===== src/rtl/multicycle_ctrl_fsm.sv =====
// Multi-cycle control sequencer for the MIPS-subset datapath.
// Moore strobes per state; FETCH/MEMWR handshake strobes also follow mem_ready.
module multicycle_ctrl_fsm #(
  parameter int ST_W = 4
) (
  input  logic            clk,
  input  logic            rst,
  input  logic [5:0]      opcode,
  input  logic [5:0]      funct,
  input  logic            mem_ready,
  output logic            pc_write,
  output logic            branch,
  output logic            branch_ne,
  output logic [1:0]      pc_src,
  output logic            iord,
  output logic            mem_read,
  output logic            mem_write,
  output logic            ir_write,
  output logic            reg_dst,
  output logic            mem_to_reg,
  output logic            reg_write,
  output logic            alu_src_a,
  output logic [1:0]      alu_src_b,
  output logic [2:0]      alu_op,
  output logic            illegal,
  output logic            retire,
  output logic [ST_W-1:0] state
);

  localparam logic [ST_W-1:0] S_FETCH  = ST_W'(0);
  localparam logic [ST_W-1:0] S_DECODE = ST_W'(1);
  localparam logic [ST_W-1:0] S_MEMADR = ST_W'(2);
  localparam logic [ST_W-1:0] S_MEMRD  = ST_W'(3);
  localparam logic [ST_W-1:0] S_MEMWB  = ST_W'(4);
  localparam logic [ST_W-1:0] S_MEMWR  = ST_W'(5);
  localparam logic [ST_W-1:0] S_EXEC   = ST_W'(6);
  localparam logic [ST_W-1:0] S_ALUWB  = ST_W'(7);
  localparam logic [ST_W-1:0] S_BRANCH = ST_W'(8);
  localparam logic [ST_W-1:0] S_IMMEX  = ST_W'(9);
  localparam logic [ST_W-1:0] S_IMMWB  = ST_W'(10);
  localparam logic [ST_W-1:0] S_JUMP   = ST_W'(11);

  localparam logic [5:0] OP_R    = 6'b000000;
  localparam logic [5:0] OP_J    = 6'b000010;
  localparam logic [5:0] OP_BEQ  = 6'b000100;
  localparam logic [5:0] OP_BNE  = 6'b000101;
  localparam logic [5:0] OP_ADDI = 6'b001000;
  localparam logic [5:0] OP_SLTI = 6'b001010;
  localparam logic [5:0] OP_ANDI = 6'b001100;
  localparam logic [5:0] OP_ORI  = 6'b001101;
  localparam logic [5:0] OP_LW   = 6'b100011;
  localparam logic [5:0] OP_SW   = 6'b101011;

  logic [ST_W-1:0] state_q, state_d;

  logic       pc_write_c, branch_c, branch_ne_c, iord_c, mem_read_c, mem_write_c;
  logic       ir_write_c, reg_dst_c, mem_to_reg_c, reg_write_c, alu_src_a_c;
  logic       illegal_c, retire_c;
  logic [1:0] pc_src_c, alu_src_b_c;
  logic [2:0] alu_op_c;

  always_ff @(posedge clk or posedge rst) begin
    if (rst) state_q <= S_FETCH;
    else     state_q <= state_d;
  end

  always_comb begin
    state_d      = state_q;
    pc_write_c   = 1'b0;
    branch_c     = 1'b0;
    branch_ne_c  = 1'b0;
    pc_src_c     = 2'b00;
    iord_c       = 1'b0;
    mem_read_c   = 1'b0;
    mem_write_c  = 1'b0;
    ir_write_c   = 1'b0;
    reg_dst_c    = 1'b0;
    mem_to_reg_c = 1'b0;
    reg_write_c  = 1'b0;
    alu_src_a_c  = 1'b0;
    alu_src_b_c  = 2'b00;
    alu_op_c     = 3'b000;
    illegal_c    = 1'b0;
    retire_c     = 1'b0;
    case (state_q)
      S_FETCH: begin
        mem_read_c  = 1'b1;
        alu_src_b_c = 2'b01;
        ir_write_c  = mem_ready;
        pc_write_c  = mem_ready;
        if (mem_ready) state_d = S_DECODE;
      end
      S_DECODE: begin
        alu_src_b_c = 2'b11;
        case (opcode)
          OP_LW, OP_SW:                       state_d = S_MEMADR;
          OP_BEQ, OP_BNE:                     state_d = S_BRANCH;
          OP_ADDI, OP_ANDI, OP_ORI, OP_SLTI:  state_d = S_IMMEX;
          OP_J:                               state_d = S_JUMP;
          OP_R: begin
            // funct==0 is a nop: retire straight out of DECODE
            if (funct == 6'd0) begin
              retire_c = 1'b1;
              state_d  = S_FETCH;
            end else begin
              state_d  = S_EXEC;
            end
          end
          default: begin
            illegal_c = 1'b1;
            state_d   = S_FETCH;
          end
        endcase
      end
      S_MEMADR: begin
        alu_src_a_c = 1'b1;
        alu_src_b_c = 2'b10;
        if (opcode == OP_LW)      state_d = S_MEMRD;
        else if (opcode == OP_SW) state_d = S_MEMWR;
        else                      state_d = S_FETCH;
      end
      S_MEMRD: begin
        mem_read_c = 1'b1;
        iord_c     = 1'b1;
        if (mem_ready) state_d = S_MEMWB;
      end
      S_MEMWB: begin
        mem_to_reg_c = 1'b1;
        reg_write_c  = 1'b1;
        retire_c     = 1'b1;
        state_d      = S_FETCH;
      end
      S_MEMWR: begin
        mem_write_c = 1'b1;
        iord_c      = 1'b1;
        retire_c    = mem_ready;
        if (mem_ready) state_d = S_FETCH;
      end
      S_EXEC: begin
        alu_src_a_c = 1'b1;
        alu_op_c    = 3'b010;
        state_d     = S_ALUWB;
      end
      S_ALUWB: begin
        reg_dst_c   = 1'b1;
        reg_write_c = 1'b1;
        retire_c    = 1'b1;
        state_d     = S_FETCH;
      end
      S_BRANCH: begin
        alu_src_a_c = 1'b1;
        alu_op_c    = 3'b001;
        pc_src_c    = 2'b01;
        branch_c    = 1'b1;
        branch_ne_c = (opcode == OP_BNE);
        retire_c    = 1'b1;
        state_d     = S_FETCH;
      end
      S_IMMEX: begin
        alu_src_a_c = 1'b1;
        alu_src_b_c = 2'b10;
        case (opcode)
          OP_ANDI: alu_op_c = 3'b011;
          OP_ORI:  alu_op_c = 3'b100;
          OP_SLTI: alu_op_c = 3'b111;
          default: alu_op_c = 3'b000;
        endcase
        state_d = S_IMMWB;
      end
      S_IMMWB: begin
        reg_write_c = 1'b1;
        retire_c    = 1'b1;
        state_d     = S_FETCH;
      end
      S_JUMP: begin
        pc_src_c   = 2'b10;
        pc_write_c = 1'b1;
        retire_c   = 1'b1;
        state_d    = S_FETCH;
      end
      default: state_d = S_FETCH;
    endcase
  end

  // rst blanks every strobe combinationally so an in-flight write dies the same cycle
  assign pc_write   = !rst && pc_write_c;
  assign branch     = !rst && branch_c;
  assign branch_ne  = !rst && branch_ne_c;
  assign pc_src     = rst ? 2'b00 : pc_src_c;
  assign iord       = !rst && iord_c;
  assign mem_read   = !rst && mem_read_c;
  assign mem_write  = !rst && mem_write_c;
  assign ir_write   = !rst && ir_write_c;
  assign reg_dst    = !rst && reg_dst_c;
  assign mem_to_reg = !rst && mem_to_reg_c;
  assign reg_write  = !rst && reg_write_c;
  assign alu_src_a  = !rst && alu_src_a_c;
  assign alu_src_b  = rst ? 2'b00 : alu_src_b_c;
  assign alu_op     = rst ? 3'b000 : alu_op_c;
  assign illegal    = !rst && illegal_c;
  assign retire     = !rst && retire_c;
  assign state      = rst ? S_FETCH : state_q;

endmodule


===== config.mk =====
export PLATFORM = sky130hd
export DESIGN_NAME = multicycle_ctrl_fsm
export DESIGN_NICKNAME = d
export VERILOG_FILES = /design/src/rtl/multicycle_ctrl_fsm.sv
export SDC_FILE = /design/constraint.sdc
export NUM_CORES = 1
export LEC_CHECK = 0
export BUFFER_PORTS_ARGS = -buffer_cell sky130_fd_sc_hd__buf_4
export CAP_MARGIN = 20
export CORE_MARGIN = 2
export CORE_UTILIZATION = 39
export DETAILED_ROUTE_END_ITERATION = 7
export GPL_TIMING_DRIVEN = 0
export PLACE_DENSITY_LB_ADDON = 0.3
export SYNTH_ARGS = -nofsm -noshare
export SYNTH_HDL_FRONTEND = slang
export SYNTH_SLANG_ARGS = --single-unit

===== constraint.sdc =====
create_clock -name clk -period 1.2 [get_ports clk]
set_input_delay 0.06 -clock clk [delete_from_list [all_inputs] [get_ports clk]]
set_output_delay 0.06 -clock clk [all_outputs]
set_load 0.005 [all_outputs]

==> out/results.md <==
## Power
• 0.6880 nW — leakage power of the design
• 2.149 mW — Total Power Consumption
• 1.322 mV — largest voltage drop on the vdd net
• 1436 nW/um2 — power per cell area

## Setup path
• 1140 ps — Worst EP required
• output pin — type of destination of the critical path
• register — crit start category
• 6 — highest fanout seen on the critical path
• 1740 ps — arrival time reported for the critical path endpoint
• reg2out — start-to-end type of the worst setup path

## Cells and area
• 1496 um2 — final cell area excluding filler cells
• 72 — Filler Cell Count
• state_q: 4 flops — leading registers by flop count
• 116.7% — area growth from synthesis to final layout
• 0 — antenna diode count
• 4 — max FFs per register
• 186 — Nets
• 0.6272 — share of post-route cells with drive strength above 1
• state_q — Reg with most FFs

## STA
• 1.498 — final cycle utilization of the critical path
• 16.52 ps — worst clock skew on the final layout
• -598.1 ps — Final Worst Setup Slack
• 1798 ps — Final Critical Period
• 0 — max-slew violation count
• 0.5467 — Slew headroom
• true — RSZ-0062 raised after global routing
• 28 — count of endpoints failing setup in the final report
• 556.1 MHz — top achievable clock speed
• 0 — final count of hold timing violations
• 680.0 ps — slew of the pin with the lowest slew margin

## Routing
• 6.387 — Via-to-Cell Ratio
• 92 — Detailed Route Iter0 Violations
• 0 — count of unresolved DRC violations after routing
• 1188 — via count
• 0 — number of routed nets with antenna violations
• 3655 um — Final Routed Wirelength
• 19.65 um — per-cell routed wire length
• 5 — total iterations of the first detailed-routing run

## Synth
• 0 — adder and majority cell fraction of the synthesized area
• 0 — warning count from the yosys run
• 105 — instance count of the mapped netlist
• 0.02536 — xor/xnor share of the synthesized area
• sky130_fd_sc_hd__dfrtp_1 (14%), sky130_fd_sc_hd__nor2_1 (6.0%), sky130_fd_sc_hd__a21oi_1 (5.1%) — Area contributors post-synth
• 0.1449 — proportion of synthesized chip area in sequential cells
• 40 — number of distinct library cells after synthesis
• sky130_fd_sc_hd__nor2_1 — most frequent cell after synthesis
• 690.7 um2 — area of the mapped netlist
• 6.578 um2 — Syn Area/Cell
• 0 — number of enable-type register cells in the synthesized netlist
• 120 — number of nets in the synthesized netlist
• 0.2156 — compound-gate portion of the synthesized area
• 1.000 — post-synthesis async set-or-reset flop share
• sky130_fd_sc_hd__dfrtp_1 — dominant synthesized flop cell
• sky130_fd_sc_hd__nor2_1 (11), sky130_fd_sc_hd__nand2_1 (9), sky130_fd_sc_hd__inv_1 (8), sky130_fd_sc_hd__a21oi_1 (7) — leading post-synthesis cells by instance count
• 0.5054 — Post-Synth Simple-Gate Area
• sky130_fd_sc_hd__dfrtp_1 — cell accounting for the most synthesized area
• 4 — flip-flop and latch count after synthesis
• 0 — share of cell area taken by muxes after synthesis
• 0.1449 — top cell type's share of synthesized area
• simple AND/OR/NAND/NOR gates — largest family of logic cells by synthesized area

## Die
• 15 — number of core rows
• 46.08 um — height of the die
• 0.4089 — Initial Utilization
• 39 — I/O pin count
• 1689 um2 — Core Area
• 2123 um2 — DIE AREA
• 46.08 um — DIE WIDTH

## Status
• complete, but fails checks — status
• negative setup slack — violated checks

## Placement
• 992.2 um2 — Placed Area
• 0.9097 — GPL Wtd Cong
• 1677 um — Detailed Place HPWL
• 36 — count of port buffers added during placement

## Clock tree
• 250 ps — Clk Latency, worst-skew pair
• sky130_fd_sc_hd__clkbuf_4 — root buf cell
• 1 — maximum level of the CTS H-tree
• 50 ps — clk slew on worst S/H paths
• 3 — CTS buffer count
• 4 — TritonCTS Sinks
• yes — TritonCTS clock tree
• 2 — CTS Buffer Depth

## GRT
• 0 — initial antenna violation count
• 987 — vias in the first global route
• 11 — largest net degree at the start of global routing
• 0.2727 — global-route usage over all layers
• 0 — remaining global-route overflow
• 4257 um — wire length of the first global-routing pass

## Hold path
• in2reg — type of the most critical hold path

## Job
• 0 — maxcap violations

[layout make-up]
class                      count  area [um2]  area share
tap                           17       21.27     0.01421
inverter                       8       33.78     0.02258
clock buffer                   3       22.52     0.01505
sequential                     4       105.1     0.07023
timing repair buffer          61       503.0      0.3361
buffer                         9       90.09     0.06020
multi-input combinational     84       720.7      0.4816
[per-stage QoR]
stage | hold slack [ps] | worst slack [ps] | util | setup TNS (ps) | std cells
after global placement | 8.977 | -343.8 | 0.5874 | -1986 | 158
after floorplan | -157.5 | -85.08 | - | -222.6 | 105
after global routing | 223.1 | -635.6 | 0.8859 | -10490 | 186
after CTS | 188.5 | -505.4 | 0.7563 | -6107 | 174
final | 189.1 | -598.1 | 0.8859 | -9377 | 186
after detailed placement | 10.03 | -364.9 | 0.5874 | -2141 | 158
[path summary, 6_finish.rpt]
check	end	startpoint	cells past startpoint	slack, ps
setup / recovery	alu_op[1]	state_q[3]	5	-600
hold / removal	state_q[2]	funct[1]	5	190
setup reg to reg	state_q[2]	state_q[0]	7	-320
hold reg to reg	state_q[0]	state_q[3]	3	770
max in group asynchronous	state_q[1]	rst	3	460
min in group asynchronous	state_q[2]	rst	3	520
[logic make-up after synthesis]
logic type	after synthesis
AO/OA/AOI/OAI	23
XOR/XNOR	2
buffers and inverters	17
flip-flops	4
AND/OR/NAND/NOR	59
[cells in the final DEF (no fill, tap or decap), types with 2 or more instances in the layout]
master	n
sky130_fd_sc_hd__nor2_1	7
sky130_fd_sc_hd__nor2_2	2
sky130_fd_sc_hd__nand4_1	2
sky130_fd_sc_hd__nand2b_1	2
sky130_fd_sc_hd__nor3_2	3
sky130_fd_sc_hd__buf_12	2
sky130_fd_sc_hd__nor4_4	4
sky130_fd_sc_hd__nand2_1	7
sky130_fd_sc_hd__inv_1	6
sky130_fd_sc_hd__nand3_1	4
sky130_fd_sc_hd__nor2b_1	2
sky130_fd_sc_hd__a21oi_2	3
sky130_fd_sc_hd__buf_4	52
sky130_fd_sc_hd__nor2_4	2
sky130_fd_sc_hd__nor3b_2	2
sky130_fd_sc_hd__buf_6	10
sky130_fd_sc_hd__o211ai_1	2
sky130_fd_sc_hd__dfrtp_2	4
sky130_fd_sc_hd__a21oi_1	4
sky130_fd_sc_hd__clkbuf_1	3
sky130_fd_sc_hd__nand3b_1	2
sky130_fd_sc_hd__clkbuf_4	3
sky130_fd_sc_hd__a31oi_1	2
sky130_fd_sc_hd__and4b_1	2
sky130_fd_sc_hd__xnor2_1	2
[layer usage]
| layer | GRT usage | vias up | routed length (um) |
|---|---|---|---|
| met5 | 0 | - | 0 |
| met4 | 0.1200 | 0 | 150 |
| met3 | 0.04314 | 27 | 385 |
| met2 | 0.4639 | 114 | 1734 |
| met1 | 0.3341 | 532 | 1384 |
| li1 | - | 515 | - |
[where the power goes]
| group | internal [mW] | leakage (nW) | switching [mW] |
|---|---|---|---|
| registers | 0.179 | 0.0475 | 0.0773 |
| logic | 0.909 | 0.627 | 0.794 |
| clock network | 0.113 | 0.0138 | 0.0769 |
| total | 1.20 | 0.688 | 0.949 |
[repair_timing]
action / 4_1_cts / 5_1_grt
pin swaps: 14 / 10
endpoints found under the setup margin: 26 / 27
resized for setup: 42 / 25
hold endpoints to repair: 4 / 0
hold buffers: 1 / 0
buffers inserted: 13 / 14
[critical path: stages (launching register included)]
cell	delay, ps
sky130_fd_sc_hd__dfrtp_2	460
sky130_fd_sc_hd__nor3b_4	260
sky130_fd_sc_hd__nand3_1	140
sky130_fd_sc_hd__or3_4	410
sky130_fd_sc_hd__o41ai_2	60
sky130_fd_sc_hd__buf_4	160
No activity file was read; power rests on OpenSTA's default activity.
